`src/rtl/dom_slot_arbiter_pkg.sv`:
```
// Shared definitions for the domain slot arbiter: schedule state encoding,
// domain identifiers and the domain-to-label mapping.
package sec_arb_defs;

  typedef enum logic [1:0] {
    SLOT0 = 2'd0,
    SLOT1 = 2'd1,
    SCRUB = 2'd2
  } slot_state_e;

  localparam logic DOM0 = 1'b0;
  localparam logic DOM1 = 1'b1;

  // Security lattice, ordered L < L1 < L2 < H.
  typedef enum logic [1:0] {
    LBL_L  = 2'd0,
    LBL_L1 = 2'd1,
    LBL_L2 = 2'd2,
    LBL_H  = 2'd3
  } label_e;

  // Label of anything tagged {Domain d}: domain 0 is L1, domain 1 is L2.
  function automatic label_e domain_label(input logic dom);
    return (dom == DOM1) ? LBL_L2 : LBL_L1;
  endfunction

endpackage

```
`src/rtl/dom_slot_arbiter_if.sv`:
```
// Requester-side bus of the domain slot arbiter: one write/read channel per
// domain. The arbiter takes the slave view, the requesters the master view.
interface dom_slot_arbiter_if #(
  parameter int DATA_W = 2
);
  logic              req0;
  logic [DATA_W-1:0] wdata0;
  logic              grant0;
  logic [DATA_W-1:0] rdata0;
  logic              req1;
  logic [DATA_W-1:0] wdata1;
  logic              grant1;
  logic [DATA_W-1:0] rdata1;

  modport slave (
    input  req0, wdata0, req1, wdata1,
    output grant0, rdata0, grant1, rdata1
  );

  modport master (
    output req0, wdata0, req1, wdata1,
    input  grant0, rdata0, grant1, rdata1
  );
endinterface

```
`src/rtl/dom_slot_arbiter_slot_timer.sv`:
```
// Fixed, request-independent schedule: SLOT0 and SLOT1 of SLOT_CYCLES cycles
// each, followed by one SCRUB cycle. Everything here is public (label L).
module slot_timer
  import sec_arb_defs::*;
#(
  parameter int SLOT_CYCLES = 8
) (
  input  logic        clk,
  input  logic        rst_n,
  output slot_state_e state,
  output logic        cur_dom,
  output logic        scrub,
  output logic        scrub_load
);

  localparam int CW = $clog2(SLOT_CYCLES);
  localparam logic [CW-1:0] LAST = CW'(SLOT_CYCLES - 1);

  slot_state_e   state_q, state_d;
  logic [CW-1:0] slot_cnt, slot_cnt_d;
  logic          last;

  assign last = (slot_cnt == LAST);

  // Schedule state and slot counter; reset restarts a full SLOT0.
  always_ff @(posedge clk or negedge rst_n) begin
    if (!rst_n) begin
      state_q  <= SLOT0;
      slot_cnt <= '0;
    end else begin
      state_q  <= state_d;
      slot_cnt <= slot_cnt_d;
    end
  end

  // Next schedule step; the counter wraps on every slot change and idles in SCRUB.
  always_comb begin
    state_d    = state_q;
    slot_cnt_d = '0;
    case (state_q)
      SLOT0: begin
        if (last) state_d = SLOT1;
        else      slot_cnt_d = slot_cnt + CW'(1);
      end
      SLOT1: begin
        if (last) state_d = SCRUB;
        else      slot_cnt_d = slot_cnt + CW'(1);
      end
      SCRUB:   state_d = SLOT0;
      default: state_d = SLOT0;
    endcase
  end

  assign state      = state_q;
  assign cur_dom    = (state_q == SLOT1) ? DOM1 : DOM0;
  assign scrub      = (state_q == SCRUB);
  // Final SLOT1 cycle: the coming edge is the L2->L1 hand-over that must clear.
  assign scrub_load = (state_q == SLOT1) && last;

endmodule

```
`src/rtl/dom_slot_arbiter.sv`:
```
// Two-domain time-multiplexed arbiter over one shared register. Domain 0 (L1)
// owns SLOT0, domain 1 (L2) owns SLOT1, and the register is cleared on the
// way back from L2 to L1 so that no L2 data is ever readable by L1.
module dom_slot_arbiter
  import sec_arb_defs::*;
#(
  parameter int SLOT_CYCLES = 8,
  parameter int DATA_W      = 2
) (
  input  logic               clk,
  input  logic               rst_n,
  dom_slot_arbiter_if.slave  bus,
  output logic               cur_dom,
  output logic               scrub
);

  slot_state_e       state;
  logic              scrub_load;
  logic              in_slot0, in_slot1;
  logic              grant0, grant1;
  // Label {Domain cur_dom}: L1 during SLOT0/SCRUB, L2 during SLOT1.
  logic [DATA_W-1:0] shared_q;

  slot_timer #(
    .SLOT_CYCLES(SLOT_CYCLES)
  ) u_slot_timer (
    .clk       (clk),
    .rst_n     (rst_n),
    .state     (state),
    .cur_dom   (cur_dom),
    .scrub     (scrub),
    .scrub_load(scrub_load)
  );

  assign in_slot0 = (state == SLOT0);
  assign in_slot1 = (state == SLOT1);

  // Reset also forces SLOT0, so grant0 is masked explicitly while rst_n is low.
  assign grant0 = rst_n & bus.req0 & in_slot0;
  assign grant1 = rst_n & bus.req1 & in_slot1;

  assign bus.grant0 = grant0;
  assign bus.grant1 = grant1;

  // Shared register: the scrub clear takes priority over a last-cycle L2 write,
  // and an L1 write flowing into the L2 slot is allowed to persist.
  always_ff @(posedge clk or negedge rst_n) begin
    if (!rst_n)          shared_q <= '0;
    else if (scrub_load) shared_q <= '0;
    else if (grant0)     shared_q <= bus.wdata0;
    else if (grant1)     shared_q <= bus.wdata1;
  end

  // Each domain sees the register only during its own slot.
  assign bus.rdata0 = in_slot0 ? shared_q : '0;
  assign bus.rdata1 = in_slot1 ? shared_q : '0;

endmodule

```
`src/flat_wrapper.sv`:
```
// flat-port wrapper written by rule: the top's interface ports become plain ports
module dom_slot_arbiter_flat import sec_arb_defs::*;
#(
  parameter int SLOT_CYCLES = 8,
  parameter int DATA_W      = 2
)
  (clk, rst_n, cur_dom, scrub, bus_req0, bus_wdata0, bus_req1, bus_wdata1, bus_grant0, bus_rdata0, bus_grant1, bus_rdata1);
  dom_slot_arbiter_if #(.DATA_W(DATA_W)) bus_i ();
  input  logic clk;
  input  logic rst_n;
  output logic cur_dom;
  output logic scrub;
  input wire logic [$bits(bus_i.req0)-1:0] bus_req0;
  input wire logic [$bits(bus_i.wdata0)-1:0] bus_wdata0;
  input wire logic [$bits(bus_i.req1)-1:0] bus_req1;
  input wire logic [$bits(bus_i.wdata1)-1:0] bus_wdata1;
  output wire logic [$bits(bus_i.grant0)-1:0] bus_grant0;
  output wire logic [$bits(bus_i.rdata0)-1:0] bus_rdata0;
  output wire logic [$bits(bus_i.grant1)-1:0] bus_grant1;
  output wire logic [$bits(bus_i.rdata1)-1:0] bus_rdata1;
  assign bus_i.req0 = bus_req0;
  assign bus_i.wdata0 = bus_wdata0;
  assign bus_i.req1 = bus_req1;
  assign bus_i.wdata1 = bus_wdata1;
  assign bus_grant0 = bus_i.grant0;
  assign bus_rdata0 = bus_i.rdata0;
  assign bus_grant1 = bus_i.grant1;
  assign bus_rdata1 = bus_i.rdata1;
  dom_slot_arbiter #(.SLOT_CYCLES(SLOT_CYCLES), .DATA_W(DATA_W)) u_core (.clk(clk), .rst_n(rst_n), .bus(bus_i), .cur_dom(cur_dom), .scrub(scrub));
endmodule
```
`config.mk`:
```
export PLATFORM = sky130hd
export DESIGN_NAME = dom_slot_arbiter_flat
export DESIGN_NICKNAME = d
export VERILOG_FILES = /design/src/rtl/dom_slot_arbiter_pkg.sv /design/src/rtl/dom_slot_arbiter_if.sv /design/src/rtl/dom_slot_arbiter_slot_timer.sv /design/src/rtl/dom_slot_arbiter.sv /design/src/flat_wrapper.sv
export SDC_FILE = /design/constraint.sdc
export NUM_CORES = 1
export LEC_CHECK = 0
export CAP_MARGIN = 20
export CELL_PAD_IN_SITES_DETAIL_PLACEMENT = 2
export CELL_PAD_IN_SITES_GLOBAL_PLACEMENT = 2
export CORE_MARGIN = 8
export CORE_UTILIZATION = 27
export CTS_BUF_LIST = sky130_fd_sc_hd__clkbuf_4 sky130_fd_sc_hd__clkbuf_8
export CTS_CLUSTER_SIZE = 12
export DETAILED_ROUTE_END_ITERATION = 16
export PLACE_DENSITY_LB_ADDON = 0.1
export SLEW_MARGIN = 30
export SYNTH_ARGS = -nofsm -noshare
export SYNTH_HDL_FRONTEND = slang
export SYNTH_HIERARCHICAL = 1
export SYNTH_SLANG_ARGS = --single-unit
```
`constraint.sdc`:
```
create_clock -name clk -period 3.65 [get_ports clk]
set_input_delay 0.73 -clock clk [delete_from_list [all_inputs] [get_ports clk]]
set_output_delay 0.73 -clock clk [all_outputs]
set_load 0.02 [all_outputs]
```
==> impl_results.md, run 1 <==
* Overall die area at 2900 um^2
* Maximum clock frequency at 320 MHz
* Portion of the post-synthesis area used by sequential elements at 0.453
* Inst Count DP at between 60 and 70
* Number of antenna violations at the first check in global routing at 0
* Time the final worst path needs with I/O delays and setup at 3.12 ns
* Placer Congestion at ~0.72
* Clk pin slew, worst setup/hold paths at 0.05 ns
* Data required, critical path at around 2.9 ns
* Post-Syn Nets at between 40 and 50
* Outcome: complete, no violations
* LEAKAGE at 0.229 nW
* HPWL after detailed placement at 977 um
* Port Buffers at 15
* Critical Setup Path Class: in -> out
* Post_cts resized at 0
* Average wire per cell in the routed design at ~17 um
* Share of total power in sequential cells at 0.431
* TritonRoute pass-1 iters at 2
* Total of hold buffers inserted after clock tree synthesis at 0
* CTS sink count at 7
* Routed vias/inst at 5.06
* Post-Syn Instances at 34
* Mean instance size in the synthesized netlist at between 10 and 15 um^2
* DR vias at 344
* Chip width at around 54 um
* Area added between synthesis and finish at 51.5%
* Vias in the first global route at 396
* Max-slew violation total from the final report at 0
* Period Utilization, post-route at 0.856
* Number of nets in the layout at 64
* Maximum number of pins on one net before global-route repair at 12
* Row count at 13
* Remaining antenna violation count after routing at 0
* Number of hold violations in the final report at 0
* Maximum vdd drop at 205 uV
* Top-Level Pins at 16
* Final setup violation count at 0
* Startpoint of the worst hold path: u_core/u_slot_timer/slot_cnt[0]
* Maximum net fanout on the critical path at 10
* Yosys cell types at 17
* Number of storage elements in the synthesis netlist at 7
* TritonCTS buffer count at 3
* Launch point of the critical path: rst_n
* CTS root buf: sky130_fd_sc_hd__clkbuf_4
* Number of post-CTS setup repair buffers at 0
* Cell Count, Final, Fillers Out at roughly 70
* # diodes at 0
* Later-pin clock latency in the skew report at between 0.2 and 0.3 ns
* Initial drt markers at 2
* Finished Cell Area at 586 um^2
* Final setup skew at 0.00410 ns
* RSZ-0062 raised after global routing: false
* Netlist Area Pre-Place at between 300 and 400 um^2
* Worst Tran Pin Value at 0.413 ns
* Total of max-cap violations at 0
* Total congestion overflow at 0
* CP arrival at roughly 2.4 ns
* Switching power as a share of total power at 0.237
* Internal at 0.000146 W
* Clock network power share at 0.416
* Net switching power at 0.0000455 W
* Fraction of final layout cells sized beyond drive strength 1 at 0.151
* CTS tree: built
* Launching point of the worst reg2reg path: u_core/u_slot_timer/state[0]
* Max_slew headroom at 0.724
* Summed negative setup slack over all endpoints at 0 ns
* Total wire length after detailed routing at approximately 1200 um
* Placed standard-cell area at 556 um^2
* Type of the most critical hold path: reg -> reg
* Drc violations at 0
* Kind of launch point of the worst setup path: input pin
* Global-route usage over all layers at 0.0998
* Chip Height at 53.8 um
* Starting density of the core at 0.293
* Maximum buffer depth of the clock tree at 2
* CTS H-tree depth at 1
* Core ar. at 1320 um^2
* Ys Warns at 6
* Wire length of the first global-routing pass at 2000 um
* Kind of capture point of the worst setup path: output pin
* Part of the total power dissipated in combinational logic at 0.153
* Power density over cell area at roughly 330 nW/um^2
## registers in the layout, summed over array words and instances, names as in the netlist
| signal | flops |
|---|---|
| u_core/u_slot_timer/state | 2 |
| u_core/shared_q | 2 |
| u_core/u_slot_timer/slot_cnt | 3 |
## metrics by stage
stage          hold slack, ns  total power, W  setup slack [ns]  utilization
3_3_place_gp            0.421        0.000112             0.561        0.422
4_1_cts                 0.453        0.000196             0.504        0.444
5_1_grt                 0.461        0.000201             0.441        0.444
3_5_place_dp            0.442        0.000114             0.501        0.422
2_1_floorplan           0.408       0.0000944              1.90            -
6_report                0.457        0.000192             0.527        0.444
## synth_stat cells (all sizes together)
| library cell | n | area share |
|---|---|---|
| and4bb | 1 | 0.042 |
| xnor2 | 1 | 0.023 |
| dfrtp | 7 | 0.45 |
| and2 | 5 | 0.081 |
| ha | 2 | 0.065 |
| nor2 | 1 | 0.0097 |
| a21oi | 2 | 0.026 |
| and3 | 1 | 0.016 |
| and2b | 2 | 0.042 |
| mux2i | 2 | 0.052 |
| nor3b | 2 | 0.039 |
| mux2 | 1 | 0.029 |
| a211oi | 2 | 0.039 |
| nor2b | 4 | 0.071 |
| nor3 | 1 | 0.013 |
## final cells by class
| cell class | count | area (um^2) |
|---|---|---|
| timing repair buffer | 15 | 150 |
| multi-input combinational | 27 | 211 |
| clock buffer | 4 | 30.0 |
| fill | 146 | 732 |
| tap | 15 | 18.8 |
| sequential | 7 | 175 |
## critical path: stages
cell and delay (ns):
sky130_fd_sc_hd__clkdlybuf4s50_1 0.72, sky130_fd_sc_hd__and4bb_4 0.32, sky130_fd_sc_hd__clkdlybuf4s50_1 0.62
## path summary, 6_finish.rpt
kind,to,slack [ns],depth (start not counted)
max,bus_grant0,0.53,3
min,u_core/u_slot_timer/slot_cnt[0],0.46,1
max reg2reg,u_core/shared_q[1],2.19,3
min reg2reg,u_core/u_slot_timer/slot_cnt[0],0.46,1
max in group asynchronous,u_core/u_slot_timer/slot_cnt[2],2.59,1
min in group asynchronous,u_core/u_slot_timer/state[1],0.77,1
## layout by cell type, fill, tap and decap left out, types with 2 or more instances in the layout
master and count:
sky130_fd_sc_hd__and2_1 5, sky130_fd_sc_hd__ha_1 2, sky130_fd_sc_hd__mux2i_1 2, sky130_fd_sc_hd__clkbuf_4 4, sky130_fd_sc_hd__a211oi_1 2, sky130_fd_sc_hd__nor3b_1 2
sky130_fd_sc_hd__clkdlybuf4s50_1 15, sky130_fd_sc_hd__dfrtp_1 7, sky130_fd_sc_hd__nor2b_1 3, sky130_fd_sc_hd__a21oi_1 2
## logic make-up after synthesis
family	Yosys count	synth area share
muxes	3	0.0809
and+or+nand+nor	17	0.314
AOI/OAI and AO/OA	4	0.0647
xor gates and xnor gates	1	0.0227
DFF	7	0.453
adders and majority gates	2	0.0647
## routing by layer
metal / vias to the layer above / GRT usage / wire length [um] / part of all wire
met2: 8 / 0.178 / 643 / 0.55
met5: - / 0 / 0 / 0
li1: 157 / - / - / -
met4: 0 / 0.0504 / 21 / 0.018
met1: 174 / 0.0967 / 417 / 0.36
met3: 5 / 0.0413 / 82 / 0.071
## power by group through the flow
stage	combinational (W)	sequential (W)	clock, W
after floorplan	0.0000116	0.0000829	0
after global routing	0.0000313	0.0000832	0.0000861
after detailed placement	0.0000299	0.0000841	0
after CTS	0.0000300	0.0000827	0.0000831
after global placement	0.0000283	0.0000836	0
final	0.0000294	0.0000826	0.0000798
Power figures use the tool's default switching activity.
==> inputs of run 2 (changes only) <==
--- a/config.mk
+++ b/config.mk
@@ -9,11 +9,11 @@
 export CELL_PAD_IN_SITES_DETAIL_PLACEMENT = 2
 export CELL_PAD_IN_SITES_GLOBAL_PLACEMENT = 2
 export CORE_MARGIN = 8
-export CORE_UTILIZATION = 27
-export CTS_BUF_LIST = sky130_fd_sc_hd__clkbuf_4 sky130_fd_sc_hd__clkbuf_8
+export CORE_UTILIZATION = 25
 export CTS_CLUSTER_SIZE = 12
 export DETAILED_ROUTE_END_ITERATION = 16
 export PLACE_DENSITY_LB_ADDON = 0.1
+export SKIP_LAST_GASP = 1
 export SLEW_MARGIN = 30
 export SYNTH_ARGS = -nofsm -noshare
 export SYNTH_HDL_FRONTEND = slang
==> constraint.sdc (replaced) <==
create_clock -name clk -period 3.65 [get_ports clk]
set_input_delay 0.5475 -clock clk [delete_from_list [all_inputs] [get_ports clk]]
set_output_delay 0.5475 -clock clk [all_outputs]
set_load 0.02 [all_outputs]
==> impl_results.md, run 2 (synthesis gave the netlist of run 1 again) <==
* Outcome: complete, no violations
* Cell type with the highest occurrence count on the critical path: sky130_fd_sc_hd__clkdlybuf4s50_1
* Slowest-stage cell, CP: sky130_fd_sc_hd__clkdlybuf4s50_1
* Core ar. at 1470 um^2 (+12%)
* CTS H-tree depth at 1 (unchanged)
* Drc violations at 0 (unchanged)
* Routed length on met3 at 104 um (+27%)
* TritonRoute pass-1 iters at 4 (+2)
* RSZ-0062 raised after global routing: false
* Global-route usage over all layers at 0.0682 (-0.0316)
* Count of cells along the worst register-to-register path at 3 (unchanged)
* Top-Level Pins at 16 (unchanged)
* Category of cells accounting for the largest share of critical-path delay: buffers and inverters
* Worst hold margin at 0.430 ns (-0.0265 ns)
* Uppermost routed layer: met3
* Kind of capture point of the worst setup path: output pin
* Chip width at 55.3 um (+2.8%)
* Port Buffers at 15 (unchanged)
* Vias in the first global route at 393 (-0.76%)
* Wire length of the first global-routing pass at 1730 um (-13%)
* Overall die area at 3060 um^2 (+5.6%)
* Slowest Stage Delay on Critical Path at 0.69 ns (-0.03 ns)
* Maximum vdd drop at 202 uV (-1.7%)
* Critical Setup Path Class: in -> out
* Power density over cell area at 311 nW/um^2 (-5.0%)
* LEAKAGE at 0.225 nW (-1.5%)
* Period Utilization, post-route at 0.742 (-0.114)
* Number of antenna violations at the first check in global routing at 0 (unchanged)
* Row count at 14 (+1)
* Time the final worst path needs with I/O delays and setup at 2.71 ns (-0.416 ns)
* Chip Height at 55.3 um (+2.8%)
* DR vias at 331 (-3.8%)
* Clk pin slew, worst setup/hold paths at 0.05 ns (about the same)
* Number of post-CTS setup repair buffers at 0 (unchanged)
* Placer Congestion at 0.740 (+2.3%)
* Routed length on met1 at 450 um (+7.9%)
* Later-pin clock latency in the skew report at 0.25 ns (about the same)
* Starting density of the core at 0.263 (-0.0307)
* Total wire length after detailed routing at 1010 um (-13%)
* Maximum clock frequency at 369 MHz (+15%)
* Post_cts resized at 0 (unchanged)
* Cell-by-cell trace of the critical path: clkdlybuf4s50_1 > and4bb_4 > clkdlybuf4s50_1
* Met2 WL post-DR at 457 um (-29%)
* CTS root buf: sky130_fd_sc_hd__clkbuf_4
* Remaining antenna violation count after routing at 0 (unchanged)
* Initial drt markers at 3 (+1)
* Number of nets in the layout at 64 (unchanged)
* Count of buffer and inverter cells on the critical path at 2 (unchanged)
* Final setup violation count at 0 (unchanged)
* Summed negative setup slack over all endpoints at 0 ns (unchanged)
* Most common library cell in the layout ignoring fill and taps: sky130_fd_sc_hd__clkdlybuf4s50_1
* Total of max-cap violations at 0 (unchanged)
* Routed vias/inst at 4.80 (-5.2%)
* Number of flip-flops in the largest register at 3 (unchanged)
* # diodes at 0 (unchanged)
* Register containing the most flip-flops in the final layout: u_core/u_slot_timer/slot_cnt
* Max_slew headroom at 0.753 (+0.0294)
* # fillers at 164 (+12%)
* CTS tree: built
* Worst Hold Depth at 1 (unchanged)
* Maximum number of pins on one net before global-route repair at 12 (unchanged)
* Average wire per cell in the routed design at 14.7 um (-14%)
* Type of the most critical hold path: reg -> reg
* Number of cells on the critical path at 3 (unchanged)
* HPWL after detailed placement at 837 um (-14%)
* Final setup skew at 0.00343 ns (-0.000674 ns)
* Data required, critical path at 3.10 ns (+0.18 ns)
* CTS sink count at 7 (unchanged)
* TritonCTS buffer count at 3 (unchanged)
* Worst Tran Pin Value at 0.369 ns (-0.0440 ns)
* Commonest cells after routing, fill and taps aside: 15 x sky130_fd_sc_hd__clkdlybuf4s50_1, 7 x sky130_fd_sc_hd__dfrtp_1, 5 x sky130_fd_sc_hd__and2_1, 3 x sky130_fd_sc_hd__clkbuf_4, 3 x sky130_fd_sc_hd__nor2b_1
* CP arrival at 2.16 ns (-0.23 ns)
* Maximum net fanout on the critical path at 10 (unchanged)
* Area added between synthesis and finish at 50.8%
* Max-slew violation total from the final report at 0 (unchanged)
* Number of hold violations in the final report at 0 (unchanged)
* Pwr Total at 0.000181 W (-5.4%)
* Total congestion overflow at 0 (unchanged)
* Fraction of final layout cells sized beyond drive strength 1 at 0.132 (-0.0189)
* Total of hold buffers inserted after clock tree synthesis at 0 (unchanged)
* Kind of launch point of the worst setup path: input pin
* Maximum buffer depth of the clock tree at 2 (unchanged)
-- run 2: cell count changes in the layout (fill, tap and decap cells not counted) --
cell	previous run	this run
sky130_fd_sc_hd__clkbuf_4	4	3
sky130_fd_sc_hd__clkbuf_1	0	1
-- run 2: worst paths after layout --
check	slack (ns)	endpoint	from
setup reg to reg	2.24	u_core/shared_q[0]	u_core/u_slot_timer/state[0]
min in group asynchronous	0.58	u_core/u_slot_timer/state[0]	rst_n
max in group asynchronous	2.80	u_core/u_slot_timer/slot_cnt[1]	rst_n
setup / recovery	0.94	bus_grant0	rst_n
hold reg to reg	0.43	u_core/u_slot_timer/slot_cnt[0]	u_core/u_slot_timer/slot_cnt[0]
hold / removal	0.43	u_core/u_slot_timer/slot_cnt[0]	u_core/u_slot_timer/slot_cnt[0]
-- run 2: layout make-up --
cell class	instances	area (um^2)	share of cell area
Multi-Input combinational cell	27	211	0.363
Sequential cell	7	175	0.300
Timing Repair Buffer	15	150	0.258
Clock buffer	4	26.3	0.0451
Tap cell	16	20.0	0.0343
-- run 2: routing by layer --
metal	GRT usage	up-vias
met2	0.106	13
met5	0	-
met4	0.0317	0
met3	0.0388	0
met1	0.0728	160
li1	-	158
-- run 2: power by group --
group	internal (W)	switching [W]
Combinational	0.0000168	0.0000122
Clock	0.0000417	0.0000283
Sequential	0.0000803	0.00000228
Total	0.000139	0.0000428
-- run 2: stage by stage --
stage	cells	utilization	setup WS, ns	area [um^2]
5_1_grt	69	0.396	0.832	583
2_1_floorplan	34	-	2.08	387
4_1_cts	69	0.396	0.891	583
3_3_place_gp	65	0.378	0.916	557
3_5_place_dp	65	0.378	0.881	557
6_report	69	0.396	0.943	583
